File: src/rtl/run_length_scheduler.sv
// Round-robin scheduler that time-shares one longest-zero-run engine across NUM_CH lanes.
// Optional feature macro: RLS_RUN_COUNT_EN adds the zero-run counter and the o_run_cnt port.
module run_length_scheduler #(
  parameter  int NUM_CH = 4,
  parameter  int CNT_W  = 8,
  parameter  int WIN_W  = 12,
  localparam int CH_W   = $clog2(NUM_CH)
) (
  input  logic              i_clk,
  input  logic              i_NOT_RESET,
  input  logic [NUM_CH-1:0] i_req,
  input  logic [NUM_CH-1:0] i_bit,
  input  logic [WIN_W-1:0]  i_win_len,
  output logic [NUM_CH-1:0] o_grant,
  output logic              o_busy,
  output logic              o_valid,
  input  logic              i_ready,
  output logic [CH_W-1:0]   o_ch,
  output logic [CNT_W-1:0]  o_max_run
`ifdef RLS_RUN_COUNT_EN
  ,
  output logic [CNT_W-1:0]  o_run_cnt
`endif
);

  typedef enum logic [1:0] {S_IDLE, S_ARM, S_MEASURE, S_REPORT} state_t;

  state_t           r_state;
  state_t           w_state_nxt;
  logic [CH_W-1:0]  r_ptr;
  logic [CH_W-1:0]  r_ch;
  logic [WIN_W-1:0] r_win_cnt;
  logic [CNT_W-1:0] r_cur_run;
  logic [CNT_W-1:0] r_max_run;
  logic [CNT_W-1:0] w_cur_inc;
  logic             w_found;
  logic [CH_W-1:0]  w_pick;
  logic [CH_W:0]    w_sum;
  logic             w_s;

  // Round-robin search: first requester strictly after the last-served pointer.
  always_comb begin
    // NOTE: every variable gets a default before any branch so no latch is inferred.
    w_found = 1'b0;
    w_pick  = '0;
    w_sum   = '0;
    for (int k = 1; k <= NUM_CH; k++) begin
      w_sum = {1'b0, r_ptr} + (CH_W+1)'(k);
      if (w_sum >= (CH_W+1)'(NUM_CH)) w_sum = w_sum - (CH_W+1)'(NUM_CH);
      if (!w_found && i_req[w_sum[CH_W-1:0]]) begin
        w_found = 1'b1;
        w_pick  = w_sum[CH_W-1:0];
      end
    end
  end

  always_comb begin
    w_state_nxt = r_state;
    case (r_state)
      S_IDLE:    if (w_found) w_state_nxt = S_ARM;
      S_ARM:     w_state_nxt = (r_win_cnt == '0) ? S_REPORT : S_MEASURE;
      S_MEASURE: if (r_win_cnt == WIN_W'(1)) w_state_nxt = S_REPORT;
      S_REPORT:  if (i_ready) w_state_nxt = S_IDLE;
      default:   w_state_nxt = S_IDLE;
    endcase
  end

  always_ff @(posedge i_clk) begin
    // NOTE: sequential state uses non-blocking assignments so all registers update together.
    if (!i_NOT_RESET) r_state <= S_IDLE;
    else              r_state <= w_state_nxt;
  end

  assign w_s       = i_bit[r_ch];
  assign w_cur_inc = (r_cur_run == '1) ? r_cur_run : r_cur_run + 1'b1;

  always_ff @(posedge i_clk) begin
    if (!i_NOT_RESET) begin
      r_ptr     <= CH_W'(NUM_CH - 1);
      r_ch      <= '0;
      r_win_cnt <= '0;
      r_cur_run <= '0;
      r_max_run <= '0;
    end else begin
      case (r_state)
        S_IDLE: if (w_found) begin
          r_ch      <= w_pick;
          r_win_cnt <= i_win_len;
        end
        S_ARM: begin
          r_cur_run <= '0;
          r_max_run <= '0;
        end
        S_MEASURE: begin
          r_win_cnt <= r_win_cnt - 1'b1;
          if (!w_s) begin
            r_cur_run <= w_cur_inc;
            if (w_cur_inc > r_max_run) r_max_run <= w_cur_inc;
          end else begin
            r_cur_run <= '0;
          end
        end
        S_REPORT: if (i_ready) r_ptr <= r_ch;
        default: ;
      endcase
    end
  end

`ifdef RLS_RUN_COUNT_EN
  logic [CNT_W-1:0] r_run_cnt;

  // A new run starts whenever a zero arrives while the current run is empty.
  always_ff @(posedge i_clk) begin
    if (!i_NOT_RESET) begin
      r_run_cnt <= '0;
    end else if (r_state == S_ARM) begin
      r_run_cnt <= '0;
    end else if (r_state == S_MEASURE && !w_s && r_cur_run == '0 && r_run_cnt != '1) begin
      r_run_cnt <= r_run_cnt + 1'b1;
    end
  end

  assign o_run_cnt = r_run_cnt;
`endif

  always_comb begin
    o_grant = '0;
    if (r_state != S_IDLE) o_grant[r_ch] = 1'b1;
  end

  assign o_busy    = (r_state != S_IDLE);
  assign o_valid   = (r_state == S_REPORT);
  assign o_ch      = r_ch;
  assign o_max_run = r_max_run;

endmodule

File: config.mk
export PLATFORM = sky130hd
export DESIGN_NAME = run_length_scheduler
export DESIGN_NICKNAME = d
export VERILOG_FILES = /design/src/rtl/run_length_scheduler.sv
export SDC_FILE = /design/constraint.sdc
export NUM_CORES = 1
export LEC_CHECK = 0
export ABC_AREA = 1
export BUFFER_PORTS_ARGS = -buffer_cell sky130_fd_sc_hd__buf_2
export CAP_MARGIN = 30
export CORE_MARGIN = 2
export CORE_UTILIZATION = 40
export CTS_CLUSTER_SIZE = 16
export DETAILED_ROUTE_END_ITERATION = 6
export GPL_ROUTABILITY_DRIVEN = 0
export PLACE_DENSITY = 0.63
export REMOVE_ABC_BUFFERS = 1
export SLEW_MARGIN = 0
export SYNTH_ARGS = -nofsm -noshare
export SYNTH_HDL_FRONTEND = slang
export SYNTH_SLANG_ARGS = --single-unit
File: constraint.sdc
create_clock -name i_clk -period 4.7 [get_ports i_clk]
set_input_delay 0.705 -clock i_clk [delete_from_list [all_inputs] [get_ports i_clk]]
set_output_delay 0.705 -clock i_clk [all_outputs]
set_load 0.05 [all_outputs]
==> summary.txt, run 1 <==
Die
  • Io pins: 39
  • Height of the die: 84.9 um
  • # rows: 29
  • Die outline area: 0.00721 sq mm
  • Initial core utilization: 41.3%
  • Placeable core area: 0.00635 sq mm
  • Die X: 84.9 um

Clocking
  • Buffer depth of the longest clock path: 2
  • Clock tree root driver cell: clkbuf_8
  • Cts repair resizes: 0
  • Clock slew at reported path FFs: 0.08 ns
  • Cts bufs inserted: 5
  • Clock tree from TritonCTS: built
  • Clock latency at the later pin of the worst-skew pair: 0.28 ns
  • Number of buffers inserted by post-CTS setup repair: 0
  • CTS Hold Buffers Added: 0
  • Clk sink count: 34
  • Depth of the CTS H-tree: 2

Critical path
  • Most used cell, CP: nand2_1
  • Slowest cell delay on critical path: 0.39 ns
  • Worst setup path category: reg -> reg
  • Maximum fanout along the worst path: 15
  • Cell-by-cell listing of the critical path: ha_1 > nand2_1 > inv_1 > nand2_1 > nor2_2 > nand2_1 > o21ai_0 > ha_1 > nand2_1 > nor2_1 > nand2_1 > nor2_1 > nor2_1 > nand2_1 > nand2_1 > nand2_1 > nand2_1 > nand2_1 > nor2_1
  • Type of destination of the critical path: register
  • Cell at the slowest stage of the critical path: dfxtp_1
  • Data arrival time at the worst-slack endpoint: 3.07 ns
  • Worst EP required: 4.92 ns
  • Internal reg-to-reg setup slack: 1.86 ns
  • Type of origin of the critical path: register

Worst hold path
  • Class of the most critical hold timing path: reg -> reg

Final layout
  • Number of nets in the final layout: 514
  • Diodes inserted: 0
  • Share of final-layout standard cells stronger than drive strength 1: 12.4%
  • Utilization after layout: 46.3%
  • Layout area overhead: 12.2%
  • FILL cells: 671
  • Finished Cell Area: 0.00294 sq mm
  • Area occupied by multi-input gates: 0.00168 sq mm
  • FF/Latch Area: 681 sq um

Placement
  • Pre-CTS setup slack: 1.92 ns
  • HPWL after detailed placement: 4.60 mm
  • Number of port buffers: 38
  • Placed cell areas: 0.00285 sq mm

Synthesis
  • Most numerous cell types in the synthesized netlist: nand2_1, nor2_1, inv_1, nand3_1, dfxtp_1
  • Number of distinct library cell variants in the gate-level netlist after synthesis: 32
  • Synthesis-stage register bit count: 34
  • Share of flip-flops with an asynchronous set or reset: 0%
  • Post-synth top area share: 26.0%
  • Ranking of synthesized cells by area: dfxtp_1, nand2_1, nor2_1, ha_1, nand3_1
  • Synthesized area: 0.00262 sq mm
  • Portion of the post-synthesis area used by sequential elements: 26.0%
  • Most used DFF post-synth: dfxtp_1
  • Synthesized instance count: 441
  • Count of flip-flops with a built-in enable after synthesis: 0
  • Most used standard cell by instance count after synthesis: nand2_1
  • Most area-hungry cell type in the Yosys netlist: dfxtp_1
  • Post-Syn Area per Cell: 5.94 sq um
  • Number of warnings reported in the yosys synthesis log: 0

GRT
  • Maximum number of pins on one net before global-route repair: 25
  • Vias in the first global route: 2487
  • Initial antenna violation count: 0
  • Global-route wire length before repair: 10.7 mm
  • All-Layer GR Usage: 17.7%
  • Remaining Overflow, GRT: 0

Detailed routing
  • Post-DR wirelength/cell: 11.0 um
  • Via-to-Cell Ratio: 4.82
  • DRC violation count after routing: 0
  • Drt first-iter violations: 78
  • Total iterations of the first detailed-routing run: 4
  • Post-detailed-route count of antenna-violating nets: 0
  • Total wire length after detailed routing: 6.08 mm
  • Detailed-route via count: 2668

STA
  • Clock Skews: 0.00898 ns
  • Slew at the pin with the worst max-slew slack: 0.568 ns
  • Peak Freq: 352 MHz
  • Setup-violating endpoint count in the final report: 0
  • Crit path setup slack, layout: 1.86 ns
  • Hold violation count in the final report: 0
  • Worst slew margin: 62.1%
  • Unrepaired setup endpoints after global routing: false
  • Total count of max-transition violations in the final report: 0
  • Crit share post-route: 60.5%
  • Setup total negative slack: 0 ns
  • Period minus WS final: 2.84 ns

Run
  • Max Cap Viol: 0

Run status
  • Run status: complete, no violations

Power and ir drop
  • Maximum VDD drop: 0.000340 V
  • Power density over the cells: 573 mW/mm^2
  • Pleak: 1.57 nW
## cells by family after synthesis
logic type | synth area share, %
xor gates and xnor gates | 1.00
muxes | 0.382
DFF | 26.0
adders and majority gates | 7.64
buffers and inverters | 10.0
and+or+nand+nor | 46.5
AOI/OAI and AO/OA | 8.45
## stage by stage
step / power, mW / std cells / hold slack (ns)
6_report: 1.68 / 553 / 0.480
5_1_grt: 1.87 / 553 / 0.497
4_1_cts: 1.70 / 553 / 0.483
3_5_place_dp: 1.47 / 545 / 0.471
3_3_place_gp: 1.44 / 545 / 0.469
2_1_floorplan: 1.24 / 429 / 0.458
## cell usage in the layout, fill, tap and decap left out
master	count
clkinv_2	1
inv_2	1
a21oi_1	24
clkbuf_1	1
nand2_1	151
nand2_2	5
nand4_1	2
nor2_8	1
buf_4	1
o211ai_1	2
a21o_1	2
nand3_1	39
dfxtp_1	34
nor2_2	2
and2_1	1
nor3_1	6
xor2_1	3
nand4_4	1
a31oi_1	1
nor3b_1	1
nand3b_1	6
inv_1	49
buf_2	38
ha_1	16
nor2_1	66
nand2_4	2
o21ai_0	10
clkbuf_8	6
o21bai_1	1
mux2i_1	1
o31ai_1	1
inv_6	1
## worst paths after layout
path                 from           end  depth (start not counted)
min reg2reg  r_cur_run[5]  r_cur_run[5]                          2
max reg2reg  r_cur_run[0]  o_max_run[7]                         19
max          r_cur_run[0]  o_max_run[7]                         19
min          r_cur_run[5]  r_cur_run[5]                          2
## power breakdown
| part | switching [mW] | internal (mW) | leakage, nW |
|---|---|---|---|
| logic | 0.707 | 0.306 | 1.24 |
| registers | 0.0768 | 0.368 | 0.280 |
| clock network | 0.107 | 0.118 | 0.0482 |
## layer usage
| layer | vias up | GRT usage (%) | share of wire, % |
|---|---|---|---|
| met1 | 1153 | 24.0 | 50 |
| met3 | 6 | 2.63 | 3.9 |
| met4 | 0 | 5.48 | 1.1 |
| met5 | - | 0 | 0 |
| li1 | 1450 | - | - |
| met2 | 59 | 29.2 | 45 |
## critical path, delay by kind of cell (launching register included)
family          cells  cell delay (ns)
simple gates       15             1.60
compound gates      1             0.22
buf+inv             1             0.10
flops               1             0.39
fa+ha+maj           2             0.50
## state kept, by name, indices dropped and copies added (netlist names)
name       cells
o_ch           2
o_max_run      8
r_cur_run      8
r_ptr          2
r_state        2
r_win_cnt     12
## cell type report
type | instances | area share [%]
Timing Repair Buffer | 39 | 6.73
Multi-Input combinational cell | 344 | 57.0
Inverter | 51 | 6.68
Tap cell | 77 | 3.28
Sequential cell | 34 | 23.2
Clock inverter | 1 | 0.170
Clock buffer | 7 | 2.94
Note: power is estimated with default switching activity, not from simulation.
==> inputs of run 2 (changes only) <==
--- a/config.mk
+++ b/config.mk
@@ -13,7 +13,7 @@
 export CTS_CLUSTER_SIZE = 16
 export DETAILED_ROUTE_END_ITERATION = 6
 export GPL_ROUTABILITY_DRIVEN = 0
-export PLACE_DENSITY = 0.63
+export PLACE_DENSITY = 0.66
 export REMOVE_ABC_BUFFERS = 1
 export SLEW_MARGIN = 0
 export SYNTH_ARGS = -nofsm -noshare
==> constraint.sdc (replaced) <==
create_clock -name i_clk -period 2.55 [get_ports i_clk]
set_input_delay 0.3825 -clock i_clk [delete_from_list [all_inputs] [get_ports i_clk]]
set_output_delay 0.3825 -clock i_clk [all_outputs]
set_load 0.05 [all_outputs]
==> summary.txt, run 2 (synthesis results as in run 1) <==
GRT
  • Vias in the first global route: 2483 (-0.16%)
  • All-Layer GR Usage: 18.0% (+0.28 points)
  • Maximum number of pins on one net before global-route repair: 25 (unchanged)
  • Initial antenna violation count: 0 (unchanged)
  • Remaining Overflow, GRT: 0 (unchanged)
  • Global-route wire length before repair: 10.8 mm (+0.46%)

Critical path
  • Type of origin of the critical path: register
  • Type of destination of the critical path: register
  • Internal reg-to-reg setup slack: 0.21 ns (-1.65 ns)
  • Data arrival time at the worst-slack endpoint: 2.58 ns (-0.49 ns)
  • Worst setup path category: reg -> reg
  • Maximum fanout along the worst path: 7 (-8)
  • Worst EP required: 2.78 ns (-2.14 ns)

Power and ir drop
  • Switching Fraction: 51.7% (-1.3 points)
  • Power density over the cells: 1040 mW/mm^2 (+81%)
  • Pleak: 1.65 nW (+4.9%)
  • Maximum VDD drop: 0.000717 V (+110%)
  • Proportion of power drawn by flip-flops and latches: 25.4% (-1.0 points)
  • Pint: 1.56 mW (+97%)
  • Part of the total power dissipated in combinational logic: 59.8% (-0.4 points)
  • Psw: 1.67 mW (+87%)
  • Fraction of power consumed by the clock network: 14.8% (+1.4 points)
  • Overall power after layout: 3.23 mW (+92%)

Detailed routing
  • Total wire length after detailed routing: 6.10 mm (+0.39%)
  • Post-DR wirelength/cell: 10.9 um (-1.0%)
  • Detailed-route via count: 2672 (+0.15%)
  • Total iterations of the first detailed-routing run: 4 (unchanged)
  • Drt first-iter violations: 182 (+130%)
  • Via-to-Cell Ratio: 4.76 (-1.3%)
  • Post-detailed-route count of antenna-violating nets: 0 (unchanged)
  • DRC violation count after routing: 0 (unchanged)

Run
  • Max Cap Viol: 0 (unchanged)

STA
  • Worst slew margin: 65.9% (+3.8 points)
  • Period minus WS final: 2.34 ns (-0.500 ns)
  • Setup total negative slack: 0 ns (unchanged)
  • Setup-violating endpoint count in the final report: 0 (unchanged)
  • Crit share post-route: 91.9% (+31 points)
  • Total count of max-transition violations in the final report: 0 (unchanged)
  • Hold violation count in the final report: 0 (unchanged)
  • Clock Skews: 0.00724 ns (-0.00173 ns)
  • Peak Freq: 427 MHz (+21%)
  • Slew at the pin with the worst max-slew slack: 0.511 ns (-0.0573 ns)

Clocking
  • Clock slew at reported path FFs: 0.08 ns (about the same)
  • Clock tree root driver cell: clkbuf_8
  • Cts bufs inserted: 5 (unchanged)
  • Clock tree from TritonCTS: built
  • Buffer depth of the longest clock path: 2 (unchanged)
  • Clk sink count: 34 (unchanged)
  • CTS Hold Buffers Added: 0 (unchanged)
  • Clock latency at the later pin of the worst-skew pair: 0.29 ns (about the same)
  • Depth of the CTS H-tree: 2 (unchanged)

Final layout
  • Most used cells in the layout excluding fill and tap cells: nand2_1, nor2_1, inv_1
  • Diodes inserted: 0 (unchanged)
  • Share of final-layout standard cells stronger than drive strength 1: 18.2% (+5.8 points)
  • Utilization after layout: 49.1% (+2.8 points)
  • Layout area overhead: 18.9%
  • Number of nets in the final layout: 522 (+1.6%)
  • Post-route non-filler standard cell count: 561 (+1.4%)
  • Largest register FFs: 12 (unchanged)
  • Leading cell type in the layout, fill and taps excluded: nand2_1
  • Finished Cell Area: 0.00312 sq mm (+6.0%)
  • Top register by number of flip-flops: r_win_cnt

Placement
  • Cell Count Post-Placement: 551 (+1.1%)
  • Placed cell areas: 0.00289 sq mm (+1.6%)
  • HPWL after detailed placement: 4.52 mm (-1.7%)
  • Number of port buffers: 38 (unchanged)

Run status
  • Run status: complete, no violations

Worst hold path
  • Class of the most critical hold timing path: in -> reg

Die
  • Io pins: 39 (unchanged)
  • Placeable core area: 0.00635 sq mm (unchanged)
  • Initial core utilization: 41.3% (unchanged)
  • Die outline area: 0.00721 sq mm (unchanged)
  • # rows: 29 (unchanged)
  • Die X: 84.9 um (unchanged)
  • Height of the die: 84.9 um (unchanged)
[run 2: changes by cell type in the layout (fill, tap and decap cells not counted), sizes merged]
| cell | delta |
|---|---|
| buf | +8 |
| clkbuf | +1 |
| clkinv | -1 |
[run 2: repair_timing]
action                                 in CTS  in global routing
setup endpoints to repair                   0                  8
buffers inserted                            0                  1
resized for setup                           0                 30
endpoints found under the hold margin       0                  0
[run 2: worst max-delay path, stage by stage, from the launching register on]
cell and delay, ns:
dfxtp_4 0.37, ha_4 0.12, nand2_1 0.06, inv_2 0.09, nand2_2 0.08, nor2_4 0.18
nand2_4 0.11, nand2_2 0.09, and2_4 0.15, ha_4 0.19, nand2_1 0.06, nand2_1 0.04
nand2_1 0.05, nand2_1 0.04, nand2_1 0.05, nand2_1 0.05, nand2_2 0.08, nand2_4 0.07
buf_4 0.17, nand3_1 0.07, nand2_1 0.06, nor2_1 0.11
[run 2: cell type report]
type | count | area [sq um]
fill | 652 | 3230
multi-input combinational | 344 | 1760
sequential | 34 | 689
timing repair buffer | 47 | 262
inverter | 51 | 196
clock buffer | 8 | 110
tap | 77 | 96.3
[run 2: layer usage]
| metal | routed length [um] | GRT usage, % | vias up | part of all wire (%) |
|---|---|---|---|---|
| met1 | 2980 | 22.9 | 1140 | 49 |
| met5 | 0 | 0 | - | 0 |
| li1 | - | - | 1475 | - |
| met4 | 90 | 5.63 | 0 | 1.5 |
| met3 | 241 | 3.21 | 8 | 4.0 |
| met2 | 2790 | 31.0 | 49 | 46 |
[run 2: per-stage QoR]
stage	hold slack, ns	worst slack [ns]
after floorplan	0.458	0.168
final	0.410	0.206
after global routing	0.440	-0.0124
after CTS	0.404	0.00997
after detailed placement	0.490	0.0276
after global placement	0.470	0.0794
[run 2: power by group through the flow]
stage | Clock, mW | Combinational, mW | Sequential (mW)
4_1_cts | 0.497 | 1.90 | 0.821
3_3_place_gp | 0 | 1.87 | 0.826
3_5_place_dp | 0 | 1.89 | 0.832
6_report | 0.479 | 1.93 | 0.822
2_1_floorplan | 0 | 1.32 | 0.969
5_1_grt | 0.514 | 2.22 | 0.843
[run 2: worst paths after layout]
path,start,to,cells past startpoint
worst max register to register,r_cur_run[1],o_max_run[5],21
worst min register to register,r_cur_run[6],r_cur_run[6],2
worst max-delay path,r_cur_run[1],o_max_run[5],21
worst min-delay path,i_win_len[6],r_win_cnt[6],5
==> inputs of run 3 (changes only) <==
--- a/config.mk
+++ b/config.mk
@@ -13,7 +13,7 @@
 export CTS_CLUSTER_SIZE = 16
 export DETAILED_ROUTE_END_ITERATION = 6
 export GPL_ROUTABILITY_DRIVEN = 0
-export PLACE_DENSITY = 0.66
+export PLACE_DENSITY = 0.68
 export REMOVE_ABC_BUFFERS = 1
 export SLEW_MARGIN = 0
 export SYNTH_ARGS = -nofsm -noshare
==> summary.txt, run 3 (synthesis results as in run 1) <==
Run status
  • Run status: complete, no violations

Die
  • Placeable core area: 0.00635 sq mm (unchanged)
  • Die X: 84.9 um (unchanged)
  • # rows: 29 (unchanged)
  • Height of the die: 84.9 um (unchanged)
  • Initial core utilization: 41.3% (unchanged)
  • Io pins: 39 (unchanged)
  • Die outline area: 0.00721 sq mm (unchanged)

Detailed routing
  • DRC violation count after routing: 0 (unchanged)
  • Detailed-route via count: 2759 (+3.3%)
  • Via-to-Cell Ratio: 4.92 (+3.3%)
  • Post-DR wirelength/cell: 11.0 um (+1.1%)
  • Total iterations of the first detailed-routing run: 4 (unchanged)
  • Total wire length after detailed routing: 6.17 mm (+1.1%)
  • Drt first-iter violations: 127 (-30%)
  • Post-detailed-route count of antenna-violating nets: 0 (unchanged)

Critical path
  • Depth of the worst register-to-register path: 20 (-4.8%)
  • Most used cell, CP: nand2_1
  • Type of origin of the critical path: register
  • Slowest cell delay on critical path: 0.38 ns (about the same)
  • Source of the worst register-to-register timing path: r_cur_run[0]
  • Cell at the slowest stage of the critical path: dfxtp_4
  • Worst EP required: 2.73 ns (-0.05 ns)
  • Type of destination of the critical path: register
  • Worst setup path category: reg -> reg
  • Maximum fanout along the worst path: 7 (unchanged)
  • Cell-by-cell listing of the critical path: ha_4 > nand2_1 > inv_2 > nand2_2 > nor2_4 > nand2_4 > nand2_2 > and2_4 > ha_4 > nand2_1 > nand2_1 > nand2_1 > nand2_1 > nand2_1 > nand2_1 > nand2_2 > nand2_4 > buf_6 > a21oi_1 > nor2_1
  • Data arrival time at the worst-slack endpoint: 2.56 ns (-0.02 ns)
  • Worst reg2reg endpoint: o_max_run[3]
  • Internal reg-to-reg setup slack: 0.17 ns (-0.04 ns)

STA
  • Crit share post-route: 93.5% (+1.6 points)
  • Post-Route Hold Slack: 0.411 ns (+0.000801 ns)
  • Worst slew margin: 69.0% (+3.1 points)
  • Period minus WS final: 2.38 ns (+0.0399 ns)
  • Slew at the pin with the worst max-slew slack: 0.465 ns (-0.0460 ns)
  • Peak Freq: 420 MHz (-1.7%)
  • Total count of max-transition violations in the final report: 0 (unchanged)
  • Clock Skews: 0.00428 ns (-0.00296 ns)
  • Setup-violating endpoint count in the final report: 0 (unchanged)
  • Hold violation count in the final report: 0 (unchanged)
  • Crit path setup slack, layout: 0.167 ns (-0.0399 ns)

Clocking
  • Clock tree root driver cell: clkbuf_8
  • Clock latency at the later pin of the worst-skew pair: 0.29 ns (about the same)
  • Cts bufs inserted: 5 (unchanged)
  • Depth of the CTS H-tree: 2 (unchanged)
  • Clock tree from TritonCTS: built
  • Buffer depth of the longest clock path: 2 (unchanged)
  • Clock slew at reported path FFs: 0.07 ns (about the same)
  • Clk sink count: 34 (unchanged)

Placement
  • HPWL after detailed placement: 4.53 mm (+0.15%)
  • Number of port buffers: 38 (unchanged)
  • Pre-CTS setup slack: 0.0119 ns (-0.0157 ns)
  • Cell Count Post-Placement: 551 (unchanged)

Final layout
  • Number of nets in the final layout: 522 (unchanged)
  • Top register by number of flip-flops: r_win_cnt
  • Post-route non-filler standard cell count: 561 (unchanged)
  • Share of final-layout standard cells stronger than drive strength 1: 19.4% (+1.2 points)
  • Utilization after layout: 49.1% (+0.059 points)
  • Diodes inserted: 0 (unchanged)
  • FILL cells: 639 (-2.0%)
  • Most used cells in the layout excluding fill and tap cells: nand2_1, nor2_1, inv_1
  • Layout area overhead: 19.1%
  • Largest register FFs: 12 (unchanged)
  • Leading cell type in the layout, fill and taps excluded: nand2_1

GRT
  • Grt met3 use: 3.21% (unchanged)
  • Initial antenna violation count: 0 (unchanged)
  • Vias in the first global route: 2523 (+1.6%)
  • All-Layer GR Usage: 17.9% (-0.092 points)
  • Global-route wire length before repair: 10.8 mm (about the same)
  • Routing usage on met1: 22.5% (-0.40 points)
  • Layer carrying the most global-route usage: met2
  • Met2 Resource Use GR: 30.3% (-0.72 points)
  • Remaining Overflow, GRT: 0 (unchanged)
  • Maximum number of pins on one net before global-route repair: 25 (unchanged)

Run
  • Max Cap Viol: 0 (unchanged)

Worst hold path
  • Class of the most critical hold timing path: in -> reg
  • Hold path depth: 5 (unchanged)
  • Hold EP: r_win_cnt[6]
  • Source of the worst hold timing path: i_win_len[6]

Power and ir drop
  • Maximum VDD drop: 0.000684 V (-4.6%)
  • Overall power after layout: 3.20 mW (-0.92%)
  • Pleak: 1.64 nW (-0.32%)
  • Power density over the cells: 1030 mW/mm^2 (-1.0%)
## run 3: how the worst max path moves through the flow
stage	start	end	slack, ns	depth (start not counted)
finish	r_cur_run[0]	o_max_run[3]	0.17	20
global route	r_cur_run[0]	o_max_run[4]	-0.03	21
CTS	r_cur_run[1]	o_max_run[3]	0.008	20
detailed placement	r_cur_run[1]	o_max_run[3]	0.01	17
global placement	r_cur_run[1]	o_max_run[1]	0.09	16
floorplan	o_ch[0]	o_grant[3]	0.17	2
## run 3: metal layers
metal	wire length, um	share of wire (%)
met5	0	0
met4	138	2.2
met3	240	3.9
met2	2830	46
met1	2960	48
## run 3: area by class of cell
class                           instances  area, sq um  area share, %
Timing Repair Buffer                   47          265           8.50
Sequential cell                        34          692           22.2
Clock buffer                            7         86.3           2.77
Clock inverter                          1         5.00          0.160
Inverter                               51          196           6.30
Tap cell                               77         96.3           3.09
Multi-Input combinational cell        344         1780           57.0
## run 3: metrics by stage
stage / TNS [ns] / cell area, sq um
after floorplan: 0 / 2550
after global placement: 0 / 2890
after detailed placement: 0 / 2890
after CTS: 0 / 2980
after global routing: -0.0831 / 3120
final: 0 / 3120
## run 3: worst max-delay path, delay by kind of cell, from the launching register on
family | cells | cell delay (ns)
compound gates | 1 | 0.13
fa+ha+maj | 2 | 0.32
simple gates | 15 | 1.21
flops | 1 | 0.38
buf+inv | 2 | 0.22
## run 3: power by group
group          switching, mW  internal (mW)  leakage, nW
clock                  0.200          0.218       0.0482
sequential             0.143          0.677        0.283
combinational           1.34          0.624         1.31
## run 3: timing repair
action / 4_1_cts / 5_1_grt
gates cloned: 0 / 1
pin swaps: 0 / 4
hold buffers: 0 / 0
endpoints found under the setup margin: 2 / 8
gates resized for setup: 1 / 37
setup buffers: 0 / 1
